### src/rtl/stream_demux4.sv
// stream_demux4: steers one input stream into four independent DEPTH-entry FIFOs; 1-cycle in-to-out latency, per-channel backpressure.
// Build option STREAM_DEMUX4_COUNT_EN enables the 16-bit routed_count transfer counter (otherwise tied to 0).
module stream_demux4 #(
  parameter int WIDTH = 8,
  parameter int DEPTH = 2
) (
  input  logic             clk,
  input  logic             reset,
  input  logic             flush,
  input  logic             in_valid,
  output logic             in_ready,
  input  logic [1:0]       in_select,
  input  logic [WIDTH-1:0] in_data,
  output logic [3:0]       out_valid,
  input  logic [3:0]       out_ready,
  output logic [WIDTH-1:0] out_1,
  output logic [WIDTH-1:0] out_2,
  output logic [WIDTH-1:0] out_3,
  output logic [WIDTH-1:0] out_4,
  output logic [15:0]      routed_count
);

  localparam int PW = $clog2(DEPTH);
  localparam int CW = $clog2(DEPTH + 1);

  logic [3:0] full;

  // A full channel never accepts, even when it pops this cycle.
  assign in_ready = !flush && !full[in_select];

  for (genvar c = 0; c < 4; c++) begin : g_ch
    logic [WIDTH-1:0] mem [DEPTH];
    logic [WIDTH-1:0] head;
    logic [PW-1:0]    rd_ptr;
    logic [PW-1:0]    wr_ptr;
    logic [PW-1:0]    rd_nxt;
    logic [CW-1:0]    cnt;
    logic [CW-1:0]    cnt_rem;
    logic             push;
    logic             pop;

    assign push         = in_valid && in_ready && (in_select == 2'(c));
    assign pop          = (cnt != '0) && out_ready[c] && !flush;
    assign full[c]      = (cnt == CW'(DEPTH));
    assign out_valid[c] = (cnt != '0);
    assign rd_nxt       = rd_ptr + PW'(1);
    assign cnt_rem      = cnt - CW'(pop);

    // head is a register so the output holds its last value once the channel drains.
    always_ff @(posedge clk or posedge reset) begin
      if (reset) begin
        rd_ptr <= '0;
        wr_ptr <= '0;
        cnt    <= '0;
        head   <= '0;
      end else if (flush) begin
        rd_ptr <= '0;
        wr_ptr <= '0;
        cnt    <= '0;
      end else begin
        if (push) wr_ptr <= wr_ptr + PW'(1);
        if (pop)  rd_ptr <= rd_nxt;
        cnt <= cnt_rem + CW'(push);
        if (push && (cnt_rem == '0))
          head <= in_data;
        else if (pop && (cnt_rem != '0))
          head <= mem[rd_nxt];
      end
    end

    always_ff @(posedge clk) begin
      if (push) mem[wr_ptr] <= in_data;
    end
  end

  assign out_1 = g_ch[0].head;
  assign out_2 = g_ch[1].head;
  assign out_3 = g_ch[2].head;
  assign out_4 = g_ch[3].head;

`ifdef STREAM_DEMUX4_COUNT_EN
  always_ff @(posedge clk or posedge reset) begin
    if (reset)
      routed_count <= '0;
    else if (in_valid && in_ready)
      routed_count <= routed_count + 16'd1;
  end
`else
  assign routed_count = '0;
`endif

endmodule

### config.mk
export PLATFORM = sky130hd
export DESIGN_NAME = stream_demux4
export DESIGN_NICKNAME = d
export VERILOG_FILES = /design/src/rtl/stream_demux4.sv
export SDC_FILE = /design/constraint.sdc
export NUM_CORES = 1
export LEC_CHECK = 0
export ABC_AREA = 0
export CAP_MARGIN = 20
export CORE_MARGIN = 2
export CORE_UTILIZATION = 35
export DETAILED_ROUTE_END_ITERATION = 10
export DONT_BUFFER_PORTS = 1
export SYNTH_ARGS = -nofsm -noshare
export SYNTH_HDL_FRONTEND = slang
export SYNTH_SLANG_ARGS = --single-unit
### constraint.sdc
create_clock -name clk -period 8 [get_ports clk]
set_clock_uncertainty 0.1 [all_clocks]
set_input_delay 2.4 -clock clk [delete_from_list [all_inputs] [get_ports clk]]
set_output_delay 2.4 -clock clk [all_outputs]
set_load 0.05 [all_outputs]
==> out/metrics.cfg <==
[run_status]
outcome=completed

[layout]
n_antenna_cell=0
post-route-util_pct=38.5
nNetsFinal=391
postLayoutCellArea_mm2=0.00533
drive_gt1_share_pct=10.3
final-instance-count-excl-fill=550
area_growth_pct=7.79

[die]
coreArea_mm2=0.0138
fp.dieH_um=123
die_w_um=123
die_area_mm2=0.0151
rows=43
boundaryPins=71
initial_core_util_pct=35.8

[clocking]
htreeDepth=3
tritoncts=yes
clock_latency_ps=340
clkSinkCount=112
ctsResizeCount=0
cts_buffers=9
cts.clk_slew.worst_paths_ps=60
postCtsSetupBuffers=0
ctsRootBufferMaster=clkbuf_16
ctsLongestPathBuffers=2
cts_hold_buf=0

[timing]
setup_viol=0
rsz0062_at_grt=no
maxSlewViolCount=0
maxSlewHeadroom_pct=41.6
hold_viol=0
tns_ps=0
fin_crit_sh_pct=75.5
max_freq_mhz=166
layout_min_cycle_time_ps=6040
worst_slew_pin_slew_ps=873

[critical_path]
crit_chain=mux4_2 -> nor2_1
cp_slowest_cell=nor2_1
rrSetupSlack_ps=4920
critical_path.max_fanout=5
crit_end=in_ready
reg2reg_depth=7
cp_num_buf_inv=0
critical_path_cell_count=2
worstSetupPathType=input pin to output port
reg2reg_from=g_ch[0].cnt[1]
startpoint_type=input pin
path_delay_family=simple AND/OR/NAND/NOR gates
cp-startpoint=in_select[1]
r2r_end=out_1[1]
crit_required_ps=5500
worstSetupEndpointType=output port
slowest_delay_ps=670
arrival_ps=3540

[yosys]
syn_avg_cell_area_um2=13.5
synth_top_area_share_pct=38.9
syn_inst=367
synthTopCellsByArea=edfxtp_1 (39%), dfrtp_1 (24%), mux2i_1 (6.5%), buf_4 (2.4%), nor2_1 (2.1%)
yosysSeqAreaShare_pct=63.2
syn-cell-area_mm2=0.00494
ys_types=44
ys_async_sr_fraction_pct=42.9
synth_ff_type=edfxtp_1
synth-edff-count=64
yosysTopAreaCell=edfxtp_1
ys.warnings.count=0
yosys_register_bits=112

[route]
firstDrtPassIters=5
drt-initial-drc-count=180
drt-vias-per-instance=5.08
num_vias=2793
wl_mm=10.4
drc_errors=0
drtAntennaViolNets=0
wl_per_cell_um=18.9

[power_and_ir_drop]
power.density_mw_per_mm2=297
p_leak_nw=2.00
ir_drop_v=0.000178

[grt]
grt_overflow_total=0
gr-usage-all-layers_pct=14.6
grt_pass1_wl_mm=16.3
grt_max_degree=49
grt_pass1_vias=2913
antenna_found_initial=0

[placed_design]
dp_cells=534
dp.final_hpwl_mm=6.62
placed_area_mm2=0.00505
io_buffers=0
gp_congestion=0.783

[worst_hold_path]
worstHoldPathType=flip-flop to flip-flop
hp-start=g_ch[1].wr_ptr

[job]
drv_cap=0

## where the power goes
group	switching (mW)	total [mW]	internal, mW
clock network	0.197	0.418	0.221
logic	0.0867	0.166	0.0794
registers	0.314	0.998	0.683
## metal layers
metal  up-vias  wire length [um]  GRT usage [%]
met5         -                 0              0
met4         0               214           5.39
met3        15               621           3.58
li1       1308                 -              -
met2        84              4910           23.9
met1      1386              4630           18.7
## synth_stat cells (9+ instances only)
| cell type | n |
|---|---|
| buf_4 | 16 |
| clkbuf_1 | 11 |
| dfrtp_1 | 48 |
| edfxtp_1 | 64 |
| inv_1 | 18 |
| mux2i_1 | 32 |
| nand2_1 | 19 |
| nand3_1 | 10 |
| nor2_1 | 28 |
| nor2b_1 | 14 |
| o211a_1 | 9 |
## cell type report
cell class,instances,area (um^2)
flip-flops and latches,112,3120
inverters,18,67.6
clock inverters,4,28.8
repair buffers,3,22.5
multi-input cells,221,1620
clock buffers,12,246
fillers,1293,8500
well taps,180,225
## stage by stage
stage	hold WS (ps)	setup WS, ps	total power [mW]
after floorplan	424	1910	1.14
after global placement	446	1950	1.17
after detailed placement	455	1960	1.18
after CTS	468	1960	1.60
after global routing	503	1920	1.64
final	465	1960	1.58
## logic make-up after synthesis
family	share of synthesized area [%]
XOR/XNOR	2.83
flip-flops	63.2
AO/OA/AOI/OAI	8.68
other	0.0758
AND/OR/NAND/NOR	11.0
adder cells (fa/ha/maj)	2.02
multiplexers	6.93
buffers and inverters	5.29
## sequential cells by signal, indices dropped and copies added (netlist names)
| signal | flops |
|---|---|
| out_1 | 8 |
| out_4 | 8 |
| out_2 | 8 |
| g_ch.cnt | 8 |
| out_3 | 8 |
| g_ch.wr_ptr | 4 |
| g_ch.mem | 64 |
| g_ch.rd_ptr | 4 |
## cells in the final DEF (no fill, tap or decap), types with 8 or more instances in the layout
cell        n
edfxtp_1   64
dfrtp_1    48
mux2i_1    32
nor2_1     28
nand2_1    19
inv_1      17
conb_1     16
nor2b_1    14
nand3_1    10
o211a_1     9
clkbuf_16   9
xor2_1      8
xnor2_1     8
a221o_1     8
or4_1       8
o221a_2     8
o221ai_1    8
ha_1        8
## how the worst min path moves through the flow
stage                           to  cells past startpoint
floorplan           g_ch[1].wr_ptr                      2
global placement    g_ch[0].wr_ptr                      2
detailed placement        out_3[2]                      2
CTS                 g_ch[1].wr_ptr                      2
global route        g_ch[3].wr_ptr                      2
finish              g_ch[1].wr_ptr                      2
No activity file was read; power rests on OpenSTA's default activity.
==> edit (same settings) <==
The option `STREAM_DEMUX4_COUNT_EN` is turned on by a define.
--- a/src/rtl/stream_demux4.sv
+++ b/src/rtl/stream_demux4.sv
@@ -1,4 +1,6 @@
 // stream_demux4: steers one input stream into four independent DEPTH-entry FIFOs; 1-cycle in-to-out latency, per-channel backpressure.
 // Build option STREAM_DEMUX4_COUNT_EN enables the 16-bit routed_count transfer counter (otherwise tied to 0).
+`define STREAM_DEMUX4_COUNT_EN
+
 module stream_demux4 #(
   parameter int WIDTH = 8,
Formal check against the unedited RTL: not equivalent (a bounded check fails within 4 cycles, from zero or initial values and one cycle with reset high).
==> edit against the original RTL <==
Design area rose by 16%; sequential cell count up 16; count of clock-buffer cells in the layout grew 7; routed wire length increased by 11%; worst setup slack improved by 0.051 ns; area after synthesis rose by 9.8%; critical path depth up 1; power grew 31%; critical path type unchanged; largest cell class unchanged.
==> edit: results (changes against the original RTL) <==
| Metric | Value |
|---|---|
| Synth area leaders | `edfxtp_1 35%, dfrtp_1 29%, mux2i_1 4.6%, a221o_1 2.9%, xnor2_1 2.7%` |
| Wirelength per Cell | `19.0 um (+0.64%)` |
| Hold Path End | `g_ch[3].wr_ptr` |
| R2r startpoint | `g_ch[3].cnt[1]` |
| R2r setup slk | `4.85 ns (-0.07 ns)` |
| Final Net Count | `435 (+11%)` |
| Num CTS Buffers | `17 (+8)` |
| Final hold slack | `0.411 ns (-0.0539 ns)` |
| Total GRT Usage | `0.151 (+0.00479)` |
| Ant diodes | `0 (unchanged)` |
| Commonest cells post-synth | `64 x dfrtp_1, 64 x edfxtp_1, 37 x nor2_1` |
| WHS Path Cells | `1 (-1)` |
| Number of H-tree levels | `4 (+1)` |
| Placement Cell Area | `0.00564 sq mm (+12%)` |
| Syn nets | `426` |
| Leakage power | `2.42 nW (+21%)` |
| CP max stage cell | `nor3_2` |
| # Post-CTS Setup Buffers | `0 (unchanged)` |
| Hold Crit Start | `g_ch[3].wr_ptr` |
| Cell count after placement | `577 (+8.1%)` |
| Crit-path max FO | `8 (+3)` |
| Pin count of the biggest net entering global routing | `65 (+33%)` |
| Post-DR vias/cell | `5.27 (+3.9%)` |
| HPWL Detailed | `7580 um (+15%)` |
| Cell variety after synth | `45 (+2.3%)` |
| Clock root buffer | `clkbuf_16` |
| Slew margin rel. | `0.402 (-0.0139)` |
| Synth Instances | `399 (+8.7%)` |
| Layout cell share with drive strength beyond 1 | `0.131 (+0.0279)` |
| VDD IR max | `0.000242 V (+36%)` |
| Non-Filler Instances | `609 (+11%)` |
| Starting DRT DRC Count | `201 (+12%)` |
| CP max stage delay | `0.72 ns (+0.05 ns)` |
| Insertion delay to the later sink of the worst-skew pair | `0.41 ns (+0.07 ns)` |
| Seq/Total Area, Yosys | `0.649 (+0.0173)` |
| Global-route wire length before repair | `18400 um (+13%)` |
| Status | `complete, no violations` |
| Terminus of the critical flop-to-flop path | `out_4[3]` |
| Worst r2r path cells | `8 (+1)` |
| GPL Wtd Cong | `0.739 (-5.7%)` |
==> edit: cell types whose count changed in the layout (fill, tap and decap cells not counted), sizes merged, moves of 9 or more <==
cell   before  now
conb       16    0
dfrtp      48   64
mux2        0    9
nor2       28   38
o211a       9    0
xnor2       8   17
==> edit: power groups by stage <==
stage	Sequential, W	Clock (W)	Combinational [W]
after floorplan	0.00118	0	0.000157
after global placement	0.00122	0	0.000166
after detailed placement	0.00122	0	0.000173
after CTS	0.00120	0.000724	0.000174
after global routing	0.00121	0.000757	0.000197
final	0.00120	0.000712	0.000171
==> edit: final cells by class <==
type / count / area (sq um)
Clock buffer: 19 / 433
Tap cell: 188 / 235
Timing Repair Buffer: 2 / 15.0
Fill cell: 1423 / 9020
Sequential cell: 128 / 3520
Clock inverter: 13 / 114
Multi-Input combinational cell: 236 / 1780
Inverter: 23 / 86.3
==> edit: layer usage <==
metal | share of wire | track usage
met1 | 0.47 | 0.203
met2 | 0.46 | 0.226
met3 | 0.062 | 0.0520
met4 | 0.013 | 0.0582
met5 | 0 | 0
==> edit: cells by family (layout without fill, tap and decap cells) <==
family | after synthesis | in the layout | share of synthesized area
AO/OA/AOI/OAI | 62 | 62 | 0.0938
XOR/XNOR | 30 | 30 | 0.0484
adder cells (fa/ha/maj) | 9 | 9 | 0.0207
buffers and inverters | 35 | 57 | 0.0244
flip-flops | 128 | 128 | 0.649
multiplexers | 34 | 34 | 0.0647
AND/OR/NAND/NOR | 101 | 101 | 0.0991
==> edit: stage by stage <==
stage | worst slack, ns | util
final | 2.01 | 0.407
after global routing | 1.94 | 0.407
after CTS | 2.02 | 0.407
after detailed placement | 2.03 | 0.371
after global placement | 2.03 | 0.371
after floorplan | 1.70 | -
==> edit: critical path: cells and delay by family <==
family,cells,cell delay (ns)
AND/OR/NAND/NOR,3,1.08
==> edit: worst max-delay path by stage <==
stage	endpoint	slack, ns	cells after the start
2_1_floorplan	in_ready	1.70	3
3_3_place_gp	in_ready	2.03	3
3_5_place_dp	in_ready	2.03	3
4_1_cts	in_ready	2.02	3
5_1_grt	in_ready	1.94	3
6_report	in_ready	2.01	3
